==> config.mk <==
export PLATFORM = sky130hd
export DESIGN_NAME = lcd_cmd_seq
export DESIGN_NICKNAME = d
export VERILOG_FILES = /design/src/rtl/lcd_pkg.sv /design/src/rtl/cmd_fifo.sv /design/src/rtl/lcd_cmd_seq.sv
export SDC_FILE = /design/constraint.sdc
export NUM_CORES = 1
export LEC_CHECK = 0
export ABC_AREA = 1
export CORE_ASPECT_RATIO = 1.25
export CORE_MARGIN = 5
export CORE_UTILIZATION = 50
export CTS_CLUSTER_DIAMETER = 30
export DETAILED_ROUTE_END_ITERATION = 10
export DONT_BUFFER_PORTS = 1
export HOLD_SLACK_MARGIN = 0.03
export PLACE_DENSITY = 0.61
export SYNTH_ARGS = -nofsm -noshare
export SYNTH_HDL_FRONTEND = slang
export SYNTH_SLANG_ARGS = --single-unit
==> constraint.sdc <==
create_clock -name clk -period 1.7 [get_ports clk]
set_input_delay 0.17 -clock clk [delete_from_list [all_inputs] [get_ports clk]]
set_output_delay 0.17 -clock clk [all_outputs]
set_load 0.05 [all_outputs]
==> src/rtl/lcd_pkg.sv <==
// Shared definitions for the LCD command path: command codes and sequencer state encoding.
// Used by lcd_cmd_seq and by the LCD controller bench.
package lcd_pkg;

  localparam logic [3:0] CMD_WRITE       = 4'd0;
  localparam logic [3:0] CMD_SHIFT_UP    = 4'd1;
  localparam logic [3:0] CMD_SHIFT_DOWN  = 4'd2;
  localparam logic [3:0] CMD_SHIFT_LEFT  = 4'd3;
  localparam logic [3:0] CMD_SHIFT_RIGHT = 4'd4;
  localparam logic [3:0] CMD_MAX         = 4'd5;
  localparam logic [3:0] CMD_MIN         = 4'd6;
  localparam logic [3:0] CMD_AVG         = 4'd7;
  localparam logic [3:0] CMD_ROT_CCW     = 4'd8;
  localparam logic [3:0] CMD_ROT_CW      = 4'd9;
  localparam logic [3:0] CMD_MIRROR_X    = 4'd10;
  localparam logic [3:0] CMD_MIRROR_Y    = 4'd11;

  typedef enum logic [2:0] {
    IDLE      = 3'd0,
    ISSUE     = 3'd1,
    HOLD      = 3'd2,
    WAIT_DONE = 3'd3,
    FINISHED  = 3'd4
  } state_t;

  // Codes above the last defined command are rejected by the sequencer.
  function automatic logic is_illegal(input logic [3:0] code);
    return code > CMD_MIRROR_Y;
  endfunction

endpackage

==> src/rtl/cmd_fifo.sv <==
// Small command buffer: 4-bit entries, pointers carry an extra wrap bit so that
// full and empty are told apart. Head entry is readable combinationally.
module cmd_fifo #(
  parameter int DEPTH = 4
) (
  input  logic       clk,
  input  logic       reset,
  input  logic       push_i,
  input  logic [3:0] wdata_i,
  input  logic       pop_i,
  output logic [3:0] rdata_o,
  output logic       full_o,
  output logic       empty_o
);
  localparam int AW = $clog2(DEPTH);

  logic [3:0]  mem_q [DEPTH];
  logic [AW:0] wr_ptr_q, wr_ptr_d;
  logic [AW:0] rd_ptr_q, rd_ptr_d;
  logic        do_push, do_pop;

  assign empty_o = (wr_ptr_q == rd_ptr_q);
  assign full_o  = (wr_ptr_q[AW] != rd_ptr_q[AW]) && (wr_ptr_q[AW-1:0] == rd_ptr_q[AW-1:0]);
  assign rdata_o = mem_q[rd_ptr_q[AW-1:0]];

  assign do_push = push_i && !full_o;
  assign do_pop  = pop_i && !empty_o;

  always_comb begin
    wr_ptr_d = wr_ptr_q;
    rd_ptr_d = rd_ptr_q;
    if (do_push) wr_ptr_d = wr_ptr_q + 1'b1;
    if (do_pop)  rd_ptr_d = rd_ptr_q + 1'b1;
  end

  always_ff @(posedge clk or posedge reset) begin
    if (reset) begin
      wr_ptr_q <= '0;
      rd_ptr_q <= '0;
    end else begin
      wr_ptr_q <= wr_ptr_d;
      rd_ptr_q <= rd_ptr_d;
    end
  end

  // Storage is not reset; emptiness is tracked by the pointers alone.
  always_ff @(posedge clk) begin
    if (do_push) mem_q[wr_ptr_q[AW-1:0]] <= wdata_i;
  end

endmodule

==> src/rtl/lcd_cmd_seq.sv <==
// Host-to-LCD-controller command sequencer: buffers legal commands and issues
// them one at a time, waiting for the controller to go idle between issues.
module lcd_cmd_seq
  import lcd_pkg::*;
#(
  parameter int FIFO_DEPTH = 4
) (
  input  logic       clk,
  input  logic       reset,
  input  logic [3:0] host_cmd,
  input  logic       host_valid,
  output logic       host_ready,
  output logic [3:0] cmd,
  output logic       cmd_valid,
  input  logic       busy,
  input  logic       done,
  output logic       seq_done,
  output logic       err_illegal,
  output logic [7:0] issued_cnt
);
  state_t     state_q, state_d;
  logic       write_seen_q, write_seen_d;
  logic [3:0] cmd_q, cmd_d;
  logic       cmd_valid_q, cmd_valid_d;
  logic       seq_done_q, seq_done_d;
  logic       err_q, err_d;
  logic [7:0] cnt_q, cnt_d;

  logic       fifo_full, fifo_empty, fifo_push, fifo_pop;
  logic [3:0] fifo_rdata;
  logic       xfer, illegal;

  assign host_ready = !reset && !fifo_full && !write_seen_q && (state_q != FINISHED);
  assign xfer       = host_valid && host_ready;
  assign illegal    = is_illegal(host_cmd);
  assign fifo_push  = xfer && !illegal;

  cmd_fifo #(.DEPTH(FIFO_DEPTH)) u_fifo (
    .clk     (clk),
    .reset   (reset),
    .push_i  (fifo_push),
    .wdata_i (host_cmd),
    .pop_i   (fifo_pop),
    .rdata_o (fifo_rdata),
    .full_o  (fifo_full),
    .empty_o (fifo_empty)
  );

  always_comb begin
    state_d      = state_q;
    fifo_pop     = 1'b0;
    write_seen_d = write_seen_q || (fifo_push && host_cmd == CMD_WRITE);
    err_d        = err_q || (xfer && illegal);
    cnt_d        = cnt_q;
    case (state_q)
      IDLE: begin
        if (!fifo_empty && !busy) begin
          fifo_pop = 1'b1;
          state_d  = ISSUE;
        end
      end
      ISSUE: begin
        state_d = (cmd_q == CMD_WRITE) ? WAIT_DONE : HOLD;
        if (cnt_q != 8'hFF) cnt_d = cnt_q + 8'd1;
      end
      // The controller may not raise busy until after our strobe, so stay here
      // at least one cycle before trusting busy == 0.
      HOLD:      if (!busy) state_d = IDLE;
      WAIT_DONE: if (done) state_d = FINISHED;
      FINISHED:  state_d = FINISHED;
      default:   state_d = IDLE;
    endcase
    cmd_d       = fifo_pop ? fifo_rdata : cmd_q;
    cmd_valid_d = (state_d == ISSUE);
    seq_done_d  = (state_d == FINISHED);
  end

  always_ff @(posedge clk or posedge reset) begin
    if (reset) begin
      state_q      <= IDLE;
      write_seen_q <= 1'b0;
      cmd_q        <= '0;
      cmd_valid_q  <= 1'b0;
      seq_done_q   <= 1'b0;
      err_q        <= 1'b0;
      cnt_q        <= '0;
    end else begin
      state_q      <= state_d;
      write_seen_q <= write_seen_d;
      cmd_q        <= cmd_d;
      cmd_valid_q  <= cmd_valid_d;
      seq_done_q   <= seq_done_d;
      err_q        <= err_d;
      cnt_q        <= cnt_d;
    end
  end

  assign cmd         = cmd_q;
  assign cmd_valid   = cmd_valid_q;
  assign seq_done    = seq_done_q;
  assign err_illegal = err_q;
  assign issued_cnt  = cnt_q;

endmodule

==> impl_metrics.ini <==
[timing]
fin_tns_setup_ps = 0
setup_viol = 0
slew_violations = 0
worstMarginPinSlew_ps = 467.3
rsz0062_at_grt = false
period_share_pct = 93.97
layout_min_cycle_time_ps = 1597
finClkSkew_ps = 4.632
slew_headroom_pct = 68.84
fmax_ghz = 0.6260
hold_viol_final = 0

[clock_tree]
cts.clk_slew.worst_paths_ps = 80
root_buffer = clkbuf_8
clock_latency_ps = 290
tritoncts = done
cts_setup_buffers = 0
cts.repair.resized = 0
clkSinkCount = 41
h-tree-depth = 2
cts_made_buffers = 5
clk_path_buf_depth = 2

[global_routing]
grt_usage_pct = 16.04
grt_pass1_vias = 1391
grt_max_degree = 26
grt_pass1_wl_mm = 6.389
antenna_found_initial = 0
overflow = 0

[synthesis]
yosysWarnings = 0
yosys.cell_types.count = 26
netlist_area_um2 = 2003
syn-instance-count = 204
seq_area_frac_synth_pct = 55.22
yosys.area.top_type = dfrtp_1
synth_area_leaders = dfrtp_1 (31%), edfxtp_1 (24%), nand2_1 (9.2%), nand2_2 (4.4%), nor2_1 (3.9%)
synth_top_area_share_pct = 31.23
ys_seq_elements = 41
synthesis.nets = 219
synth_area_per_cell_um2 = 9.819

[min_path]
min_to = write_seen_q
min-delay-start = host_valid
worst_hold_path_type = primary input to register
whs_path_depth = 2

[final_layout]
final_nets = 246
num_antenna_cells = 0
drive_gt1_share_pct = 25.43
area_growth_pct = 16.18
fillers = 337
utilization_pct = 60.98

[status]
status = finished, final reports clean

[route]
drc_errors = 0
wl_met1_mm = 1.480
final_antenna_net_count = 0
routed.top_layer = met4
post_drt_wl_per_cell_um = 13.48
wl_met2_mm = 2.187
wl_mm = 3.854
vias_per_cell = 4.927
wl_met3_um = 142
drtIter0Drc = 37
dr.pass1.iters = 4
num_vias = 1409

[die]
num_rows = 25
die-height_um = 80.77
die-width_um = 66.62
io_pins = 25
start_util_pct = 52.49
die-area_um2 = 5380
core_um2 = 3816

[critical_path]
required_ps = 1530
startpoint = u_fifo.rd_ptr_q[1]
startpoint_type = register
crit_top_cell = nand2_2
r2r_cells = 6
crit_family = flip-flops
crit_buf_inv = 3
timing.rr.start = u_fifo.rd_ptr_q[1]
slowest_delay_ps = 460
end_kind = primary output
path_max_fanout = 8
crit_arrival_ps = 1430
r2r_end = u_fifo.mem_q[3][1]
path_cells = inv_2, nand2_2, nand2_2, nand3_4, nand2_1, inv_1, buf_4
crit_slowest_cell = dfrtp_1
r2r_setup_slack_ps = 130
path_class = register to primary output

[power_and_ir_drop]
p_per_area_nw_per_um2 = 737.9
ir_worst_vdd_mv = 0.8255
leakage_uw = 0.001092

[job]
drv_cap = 0

[placed_design]
place_hpwl_mm = 3.010
io_buffer_count = 0
gp_congestion = 0.8053
==> metal layers <==
layer	track usage, %	vias up
met4	5.691	0
met3	4.149	5
met2	30.06	23
met5	0	-
li1	-	709
met1	17.04	672
==> cell type report <==
cell class	instances	area (µm²)	area share, %
clock buffer	5	68.82	2.957
clock inverter	3	25.02	1.075
inverter	26	106.4	4.570
multi-input combinational	136	783.3	33.66
sequential	41	1106	47.53
tap	54	67.56	2.903
timing repair buffer	21	170.2	7.312
==> registers in the layout, summed over array words and instances (netlist names) <==
register / count
cmd: 4
cmd_valid: 1
err_illegal: 1
issued_cnt: 8
seq_done: 1
state_q: 3
u_fifo.mem_q: 16
u_fifo.rd_ptr_q: 3
u_fifo.wr_ptr_q: 3
write_seen_q: 1
==> repair_timing <==
item                                   CTS  global route
endpoints found under the hold margin   41             0
hold buffers                             5             0
setup endpoints to repair                0             0
==> per-stage QoR <==
| step | total power (µW) | cell area, µm² | setup WS (ps) | hold slack [ps] | instances |
|---|---|---|---|---|---|
| finish | 1717 | 2327 | 102.6 | 53.72 | 286 |
| floorplan | 1078 | 2007 | 79.61 | 58.39 | 204 |
| detailed placement | 1087 | 2183 | 125.2 | 165.7 | 273 |
| CTS | 1741 | 2327 | 85.23 | 43.60 | 286 |
| global placement | 1086 | 2183 | 190.7 | 157.7 | 273 |
| global route | 1797 | 2327 | 2.028 | 43.22 | 286 |
==> where the power goes <==
| group | total [µW] | switching, µW | internal, µW |
|---|---|---|---|
| combinational | 42.7 | 27.7 | 14.9 |
| clock | 639 | 343 | 296 |
| sequential | 1040 | 6.49 | 1030 |
==> worst max-delay path by stage <==
stage                         end  cells after the start  slack (ps)
3_3_place_gp   u_fifo.mem_q[3][0]                      6         190
4_1_cts                host_ready                      7          90
6_report               host_ready                      7         100
3_5_place_dp   u_fifo.mem_q[1][1]                      6         130
5_1_grt                host_ready                      7           2
2_1_floorplan       issued_cnt[3]                      7          80
==> cells by family (layout without fill, tap and decap cells) <==
| group | Yosys count | after routing | share of synthesized area [%] |
|---|---|---|---|
| adder cells (fa/ha/maj) | 6 | 6 | 3.748 |
| flip-flops | 41 | 41 | 55.22 |
| buffers and inverters | 27 | 55 | 5.684 |
| AO/OA/AOI/OAI | 20 | 20 | 5.496 |
| AND/OR/NAND/NOR | 104 | 104 | 27.23 |
| XOR/XNOR | 6 | 6 | 2.623 |
==> layout by cell type, fill, tap and decap left out, types with 3 or more instances in the layout <==
| cell type | n |
|---|---|
| dlygate4sd3_1 | 5 |
| edfxtp_1 | 16 |
| dfrtp_1 | 25 |
| o22ai_1 | 6 |
| buf_4 | 16 |
| inv_2 | 8 |
| o21ai_1 | 3 |
| nand3_1 | 7 |
| nand2_2 | 14 |
| o21ai_0 | 9 |
| clkbuf_8 | 5 |
| xor2_1 | 4 |
| inv_1 | 16 |
| nand2_1 | 49 |
| ha_1 | 6 |
| nor2_1 | 21 |
==> cells in the mapped netlist (all sizes together) <==
library cell  count
edfxtp           16
ha                6
a21oi             1
o21ai            12
nand2            65
nor3              3
o21bai            1
dfrtp            25
nor2             24
xnor2             2
nand4             2
buf               1
o22ai             6
xor2              4
nand3             9
inv              26
nor4              1
No activity file was read; power rests on OpenSTA's default activity.
